### config.mk
export PLATFORM = sky130hd
export DESIGN_NAME = fu_rr_arbiter
export DESIGN_NICKNAME = d
export VERILOG_FILES = /design/src/rtl/fu_rr_arbiter.sv
export SDC_FILE = /design/constraint.sdc
export NUM_CORES = 1
export LEC_CHECK = 0
export CAP_MARGIN = 20
export CORE_ASPECT_RATIO = 1.4
export CORE_MARGIN = 5
export CORE_UTILIZATION = 35
export DETAILED_ROUTE_END_ITERATION = 12
export PLACE_DENSITY = 0.78
export SLEW_MARGIN = 10
export SYNTH_ARGS = -nofsm -noshare
export SYNTH_HDL_FRONTEND = slang
export SYNTH_SLANG_ARGS = --single-unit
### constraint.sdc
create_clock -name CLK -period 2.3 [get_ports CLK]
set_input_delay 0.575 -clock CLK [delete_from_list [all_inputs] [get_ports CLK]]
set_output_delay 0.575 -clock CLK [all_outputs]
set_load 0.1 [all_outputs]
### src/rtl/fu_rr_arbiter.sv
// fu_rr_arbiter: round-robin sequencer sharing one multi-cycle FU among NREQ requesters.
// Define FU_RR_ARBITER_TIMEOUT_EN to add a WAIT watchdog (TIMEOUT cycles, ERR pulse).
module fu_rr_arbiter #(
  parameter int NREQ = 4,
  parameter int DW = 8,
  parameter int PW = 2
`ifdef FU_RR_ARBITER_TIMEOUT_EN
  ,
  parameter int TIMEOUT = 64
`endif
) (
  input  logic             CLK,
  input  logic             RST_X,
  input  logic [NREQ-1:0]  REQ,
  input  logic [NREQ*DW-1:0] REQ_DATA,
  output logic [NREQ-1:0]  GNT,
  output logic             FU_START,
  output logic [DW-1:0]    FU_IN,
  input  logic             FU_DONE,
  input  logic [DW-1:0]    FU_OUT,
  output logic [NREQ-1:0]  RSP_VALID,
  output logic [DW-1:0]    RSP_DATA,
  output logic             BUSY,
  output logic             ERR
);
  typedef enum logic [1:0] {IDLE, ISSUE, WAIT, RESP} state_t;
  state_t          r_state;
  logic [PW-1:0]   r_ptr, r_owner, w_sel;
  logic [NREQ-1:0] r_gnt, r_rsp_valid;
  logic            r_start, r_busy;
  logic [DW-1:0]   r_fu_in, r_rsp_data;
  // (p + i) mod NREQ without a divider; p < NREQ and i <= NREQ
  function automatic logic [PW-1:0] wrap(input logic [PW-1:0] p, input int i);
    logic [PW:0] s;
    s = {1'b0, p} + (PW+1)'(i);
    return s >= (PW+1)'(NREQ) ? PW'(s - (PW+1)'(NREQ)) : PW'(s);
  endfunction
  // scan from the farthest offset down so the nearest set bit from r_ptr wins
  always_comb begin
    w_sel = r_ptr;
    for (int i = NREQ - 1; i >= 0; i--)
      if (REQ[wrap(r_ptr, i)]) w_sel = wrap(r_ptr, i);
  end
`ifdef FU_RR_ARBITER_TIMEOUT_EN
  localparam int CW = (TIMEOUT > 2) ? $clog2(TIMEOUT) : 1;
  logic [CW-1:0] r_cnt;
  logic          r_err;
  assign ERR = r_err;
`else
  assign ERR = 1'b0;
`endif
  always_ff @(posedge CLK) begin
    if (!RST_X) begin
      r_state     <= IDLE;
      r_ptr       <= '0;
      r_owner     <= '0;
      r_gnt       <= '0;
      r_start     <= 1'b0;
      r_fu_in     <= '0;
      r_rsp_valid <= '0;
      r_rsp_data  <= '0;
      r_busy      <= 1'b0;
`ifdef FU_RR_ARBITER_TIMEOUT_EN
      r_cnt       <= '0;
      r_err       <= 1'b0;
`endif
    end else begin
      case (r_state)
        IDLE: if (|REQ) begin
          r_owner <= w_sel;
          r_fu_in <= REQ_DATA[w_sel*DW +: DW];
          r_ptr   <= wrap(w_sel, 1);
          r_gnt   <= NREQ'(1) << w_sel;
          r_start <= 1'b1;
          r_busy  <= 1'b1;
          r_state <= ISSUE;
        end
        ISSUE: begin
          r_gnt   <= '0;
          r_start <= 1'b0;
          r_state <= WAIT;
`ifdef FU_RR_ARBITER_TIMEOUT_EN
          r_cnt   <= '0;
`endif
        end
        WAIT: if (FU_DONE) begin
          r_rsp_data  <= FU_OUT;
          r_rsp_valid <= NREQ'(1) << r_owner;
          r_state     <= RESP;
        end
`ifdef FU_RR_ARBITER_TIMEOUT_EN
        else if (r_cnt == CW'(TIMEOUT - 1)) begin
          r_rsp_data  <= '1;
          r_rsp_valid <= NREQ'(1) << r_owner;
          r_err       <= 1'b1;
          r_state     <= RESP;
        end else r_cnt <= r_cnt + 1'b1;
`endif
        RESP: begin
          r_rsp_valid <= '0;
          r_busy      <= 1'b0;
          r_state     <= IDLE;
`ifdef FU_RR_ARBITER_TIMEOUT_EN
          r_err       <= 1'b0;
`endif
        end
        default: r_state <= IDLE;
      endcase
    end
  end
  assign GNT       = r_gnt;
  assign FU_START  = r_start;
  assign FU_IN     = r_fu_in;
  assign RSP_VALID = r_rsp_valid;
  assign RSP_DATA  = r_rsp_data;
  assign BUSY      = r_busy;
endmodule

Word level (Yosys, flattened, before mapping). Index checks and enable logic that the tools add are counted. W data, S select, Z words.

Flip-flop bits (word level): 32. Input bits: 47. Output and inout port bits: 27. Logic and storage cells: 73.

Add/subtract/negate cells: 9. $lt $le $gt $ge: 9. Eq/ne operators: 5. Shift-type cells: 3. Mux-type cells: 27. Reductions and logical operators: 11.

Operator list (number): $shiftx A32 B6 Y8 (1); $mux W2 (11); $pmux W4 S2 (2); $ge A3 B3 Y1 const B (4); $lt A2 B3 Y1 const B (4); $reduce_and A2 Y1 (6); $sub A2 B1 Y2 const B (5); $bmux W1 S2 (4); $mux W4 (2); $pmux W2 S4 (1); $shl A1 B2 Y4 const A (2); $add A2 B1 Y3 const B (2); $add A2 B2 Y3 const B (2); $reduce_bool A2 Y1 (3); $mux W1 (5); $eq A2 B2 Y1 const B (2); $ne A2 B2 Y1 const B (2); $pmux W1 S2 (2); $reduce_or A4 Y1 (1); $ge A2 B3 Y1 const B (1); $eq A2 B1 Y1 const B (1); $logic_not A2 Y1 (1).

Longest topological paths before layout.
Word-level depth: 12. Mapped depth: 7. Depth with buffers taken out: 6.

Worst setup path before layout. OpenSTA, ideal clock, no wires.

Kind: input port to flip-flop. Start: in REQ[2]. End: reg r_fu_in[7] (netlist: FU_IN[7]). Library setup time: 0.122 ns. Arrival: 1.864 ns. Data required time: 2.178 ns. Slack: 0.314 ns. Stages on the path: 6. Path buffers: 1. Cells stage by stage: nor2b_1 > o21ai_0 > o211a_2 > buf_6 > mux2_2 > a221o_1.

Word-level cells in the longest chain between the ends: 7. Elaborated cells between the ends (all ways): 15.

RTL lines: start: declaration (line 14) `input logic [NREQ-1:0] REQ,`; $bmux W1 S2 (line 42) `if (REQ[wrap(r_ptr, i)]) w_sel = wrap(r_ptr, i);`; $mux W1 (not written as such) (line 42); $mux W2 (4 in a row) (line 42); $shiftx A32 B6 Y8 (line 71) `r_fu_in <= REQ_DATA[w_sel*DW +: DW];`; end signal: assignment (line 71); end: declaration (line 31) `logic [DW-1:0] r_fu_in, r_rsp_data;`.

Several ways; a longest one is shown, not always the timed one. The select of a mux whose other input is x is not followed. A chain may end at the register's enable or synchronous reset.

Worst setup path in the final report.
Start: in REQ[2]. End: reg r_fu_in[2] (netlist: FU_IN[2]).

The elaborated chain is that of the path after synthesis.

==> impl_results.html <==
<table>
<tr><th>Metric</th><th>Value</th></tr>
<tr><th colspan="2">STA</th></tr>
<tr><td>Fmax</td><td>451 MHz</td></tr>
<tr><td>Tmin final</td><td>2.22 ns</td></tr>
<tr><td>Number of pins with negative max-slew slack in the final report</td><td>0</td></tr>
<tr><td>Setup Skew</td><td>0.00124 ns</td></tr>
<tr><td>Actual transition at the worst max-transition pin</td><td>0.632 ns</td></tr>
<tr><td>Final cycle utilization of the critical path</td><td>0.965</td></tr>
<tr><td>Relative max-transition margin</td><td>0.574</td></tr>
<tr><td>Setup WS post-layout</td><td>0.0812 ns</td></tr>
<tr><td>Setup Viol. Count Final</td><td>0</td></tr>
<tr><td>RSZ-0062 raised after global routing</td><td>false</td></tr>
<tr><td>Final hold violation count</td><td>0</td></tr>
<tr><td>Total negative slack</td><td>0 ns</td></tr>
<tr><th colspan="2">Logic synthesis</th></tr>
<tr><td>Gate count after technology mapping</td><td>177</td></tr>
<tr><td>Ranking of synthesized cells by area</td><td>dfxtp_1 39%, mux2_2 7.5%, a21boi_0 5.5%</td></tr>
<tr><td>Synthesized net count</td><td>229</td></tr>
<tr><td>Area share of the largest cell type after synthesis</td><td>0.388</td></tr>
<tr><td>Number of synthesized register bits</td><td>32</td></tr>
<tr><td>Synthesized area per cell</td><td>9.32 sq um</td></tr>
<tr><td>Count of unique library cells instantiated by Yosys</td><td>36</td></tr>
<tr><td>Library cell with the largest summed area after synthesis</td><td>dfxtp_1</td></tr>
<tr><td>Share of flip-flops with an asynchronous set or reset after synthesis</td><td>0</td></tr>
<tr><td>Number of flops mapped to enable cells by yosys</td><td>0</td></tr>
<tr><td>Post-synthesis instance area</td><td>0.00165 sq mm</td></tr>
<tr><td>Top_reg_cell synth</td><td>dfxtp_1</td></tr>
<tr><td>Yosys warning total</td><td>0</td></tr>
<tr><td>Proportion of synthesized chip area in sequential cells</td><td>0.388</td></tr>
<tr><th colspan="2">Floorplan</th></tr>
<tr><td>Die outline area</td><td>0.00620 sq mm</td></tr>
<tr><td>Floorplan core area</td><td>0.00454 sq mm</td></tr>
<tr><td>Die X</td><td>68.0 um</td></tr>
<tr><td>Initial cell density of the core</td><td>0.364</td></tr>
<tr><td>Rows</td><td>29</td></tr>
<tr><td>Y dimension of the die</td><td>91.2 um</td></tr>
<tr><td>Top-level I/O count</td><td>74</td></tr>
<tr><th colspan="2">CTS</th></tr>
<tr><td>Root Buffer</td><td>clkbuf_8</td></tr>
<tr><td>Post-CTS Resized</td><td>0</td></tr>
<tr><td>Hold_buf cts</td><td>0</td></tr>
<tr><td>Clock Sink Count</td><td>32</td></tr>
<tr><td>CTS tree</td><td>built</td></tr>
<tr><td>Latest clock arrival within the worst-skew pair</td><td>0.28 ns</td></tr>
<tr><td>Deepest clock path buffer count</td><td>2</td></tr>
<tr><td>Clock buffer count from CTS</td><td>5</td></tr>
<tr><td>H-tree depth reported by CTS</td><td>2</td></tr>
<tr><td>Clock transition at the register clock pins on the worst setup and hold paths after CTS</td><td>0.06 ns</td></tr>
<tr><td>Setup repair bufs after CTS</td><td>0</td></tr>
<tr><th colspan="2">Route</th></tr>
<tr><td>Post-Route WL</td><td>4.29 mm</td></tr>
<tr><td>Drc violations</td><td>0</td></tr>
<tr><td>Count of routing violations after the opening detailed-route iteration</td><td>63</td></tr>
<tr><td>Drt via density</td><td>4.84</td></tr>
<tr><td>Number of nets with antenna violations after detailed routing</td><td>0</td></tr>
<tr><td>Total via count in the routed design</td><td>1587</td></tr>
<tr><td>First drt pass iteration count</td><td>4</td></tr>
<tr><td>Wirelength per Cell</td><td>13.1 um</td></tr>
<tr><th colspan="2">Final layout</th></tr>
<tr><td>Number of antenna cells inserted</td><td>0</td></tr>
<tr><td>Area Overhead vs Synth</td><td>57.1%</td></tr>
<tr><td>Filler cell count</td><td>414</td></tr>
<tr><td>Net count reported at finish</td><td>317</td></tr>
<tr><td>Layout cell share with drive strength beyond 1</td><td>0.267</td></tr>
<tr><td>Fin cells</td><td>328</td></tr>
<tr><td>Commonest cells after routing, fill and taps aside</td><td>45 x clkdlybuf4s50_1, 44 x buf_4, 32 x dfxtp_1</td></tr>
<tr><td>Leading cell type in the layout, fill and taps excluded</td><td>clkdlybuf4s50_1</td></tr>
<tr><td>Storage cell area</td><td>641 sq um</td></tr>
<tr><td>Utilization after layout</td><td>0.571</td></tr>
<tr><td>Area of combinational cells with multiple inputs</td><td>953 sq um</td></tr>
<tr><th colspan="2">Placement</th></tr>
<tr><td>DPL Wire Length</td><td>3.40 mm</td></tr>
<tr><td>Final weighted congestion in routability-driven placement</td><td>0.832</td></tr>
<tr><td>Cell Count Post-Placement</td><td>320</td></tr>
<tr><td>IO Port Bufs</td><td>72</td></tr>
<tr><td>Worst setup slack before clock tree synthesis</td><td>-0.251 ns</td></tr>
<tr><th colspan="2">Pwr</th></tr>
<tr><td>Power per cell area</td><td>1250 mW/mm^2</td></tr>
<tr><td>Clock share of power</td><td>0.135</td></tr>
<tr><td>Static Leakage</td><td>1.09 nW</td></tr>
<tr><td>Max IR drop VDD</td><td>0.962 mV</td></tr>
<tr><td>Internal Pwr Total</td><td>1.58 mW</td></tr>
<tr><td>Net load switching power</td><td>1.65 mW</td></tr>
<tr><td>Sequential fraction of design power</td><td>0.257</td></tr>
<tr><td>Overall power of the completed layout</td><td>3.23 mW</td></tr>
<tr><td>Logic gate share of total power</td><td>0.608</td></tr>
<tr><td>Switching share of power</td><td>0.512</td></tr>
<tr><th colspan="2">Global route</th></tr>
<tr><td>Vias in the first global route</td><td>1620</td></tr>
<tr><td>Largest net degree at the start of global routing</td><td>22</td></tr>
<tr><td>Initial antenna violation count</td><td>0</td></tr>
<tr><td>Overall routing resource usage</td><td>0.146</td></tr>
<tr><td>Grt total ovfl</td><td>0</td></tr>
<tr><td>Wire length of the first global-routing pass</td><td>7.14 mm</td></tr>
<tr><th colspan="2">Min path</th></tr>
<tr><td>Min-delay worst type</td><td>flop to flop</td></tr>
<tr><th colspan="2">Critical path</th></tr>
<tr><td>Worst Setup Path Type</td><td>input pin to flop</td></tr>
<tr><td>Endpoint kind of the worst setup timing path</td><td>flop</td></tr>
<tr><td>Required time of the worst setup path</td><td>2.46 ns</td></tr>
<tr><td>Critical path data arrival time</td><td>2.38 ns</td></tr>
<tr><td>Largest fanout on the critical path</td><td>14</td></tr>
<tr><td>Category of the worst setup path launch point</td><td>input pin</td></tr>
<tr><th colspan="2">Outcome</th></tr>
<tr><td>Outcome</td><td>completed</td></tr>
<tr><th colspan="2">Job</th></tr>
<tr><td>Reported max-cap violation count</td><td>0</td></tr>
</table>
==> sequential cells by signal (all words and copies together) (netlist names) <==
register / cells
RSP_VALID: 4
r_ptr: 2
FU_START: 1
RSP_DATA: 8
BUSY: 1
r_state: 2
r_owner: 2
FU_IN: 8
GNT: 4
==> cell type report <==
cell class / instances / area share
multi-input cells: 131 / 0.368
repair buffers: 91 / 0.314
flip-flops and latches: 32 / 0.247
clock buffers: 8 / 0.0348
well taps: 62 / 0.0300
inverters: 4 / 0.00580
==> synthesized netlist by cell type (all sizes together), types with 2 or more instances <==
| master | n |
|---|---|
| nand3 | 10 |
| ha | 5 |
| o21ai | 8 |
| mux2i | 2 |
| o31ai | 2 |
| and3 | 9 |
| clkbuf | 6 |
| nand3b | 2 |
| nor4b | 2 |
| buf | 4 |
| inv | 4 |
| a21boi | 12 |
| mux2 | 16 |
| dfxtp | 32 |
| a221o | 8 |
| nand2 | 16 |
| a32oi | 2 |
| nor2 | 7 |
| a21oi | 9 |
| nor2b | 10 |
==> cell families after synthesis <==
kind of cell | synth area share
compound gates | 0.197
flops | 0.388
buf+inv | 0.0410
mux | 0.131
xor+xnor | 0.00531
other cells | 0.00227
fa+ha+maj | 0.0379
simple gates | 0.198
==> routing by layer <==
metal	global-route usage	up-vias	part of all wire
met2	0.262	64	0.49
met4	0.0448	0	0.010
li1	-	816	-
met1	0.151	702	0.40
met5	0	-	0
met3	0.0580	5	0.093
==> power groups by stage <==
stage	Clock (mW)	Combinational, mW	Sequential [mW]
floorplan	0	0.579	1.69
global placement	0	1.94	0.832
detailed placement	0	1.97	0.836
CTS	0.448	1.97	0.831
global route	0.465	2.09	0.850
finish	0.436	1.96	0.829
==> metrics by stage <==
stage	instance area, sq um	hold slack (ns)
2_1_floorplan	1650	0.473
3_3_place_gp	2490	0.449
3_5_place_dp	2490	0.457
4_1_cts	2580	0.466
5_1_grt	2590	0.489
6_report	2590	0.462
==> worst paths after layout <==
check | from | to | slack [ns] | cells after the start
min reg2reg | RSP_DATA[4] | RSP_DATA[4] | 0.46 | 2
max reg2reg | r_ptr[0] | FU_IN[2] | 0.40 | 6
max | REQ[2] | FU_IN[2] | 0.08 | 7
min | RSP_DATA[4] | RSP_DATA[4] | 0.46 | 2
==> critical path, cell delays in order <==
cell and delay, ns:
clkdlybuf4s50_1 0.44, buf_4 0.16, a21oi_1 0.14, o211a_2 0.23, buf_12 0.15, mux2_2 0.34, a221o_1 0.35
Note: power is estimated with default switching activity, not from simulation.
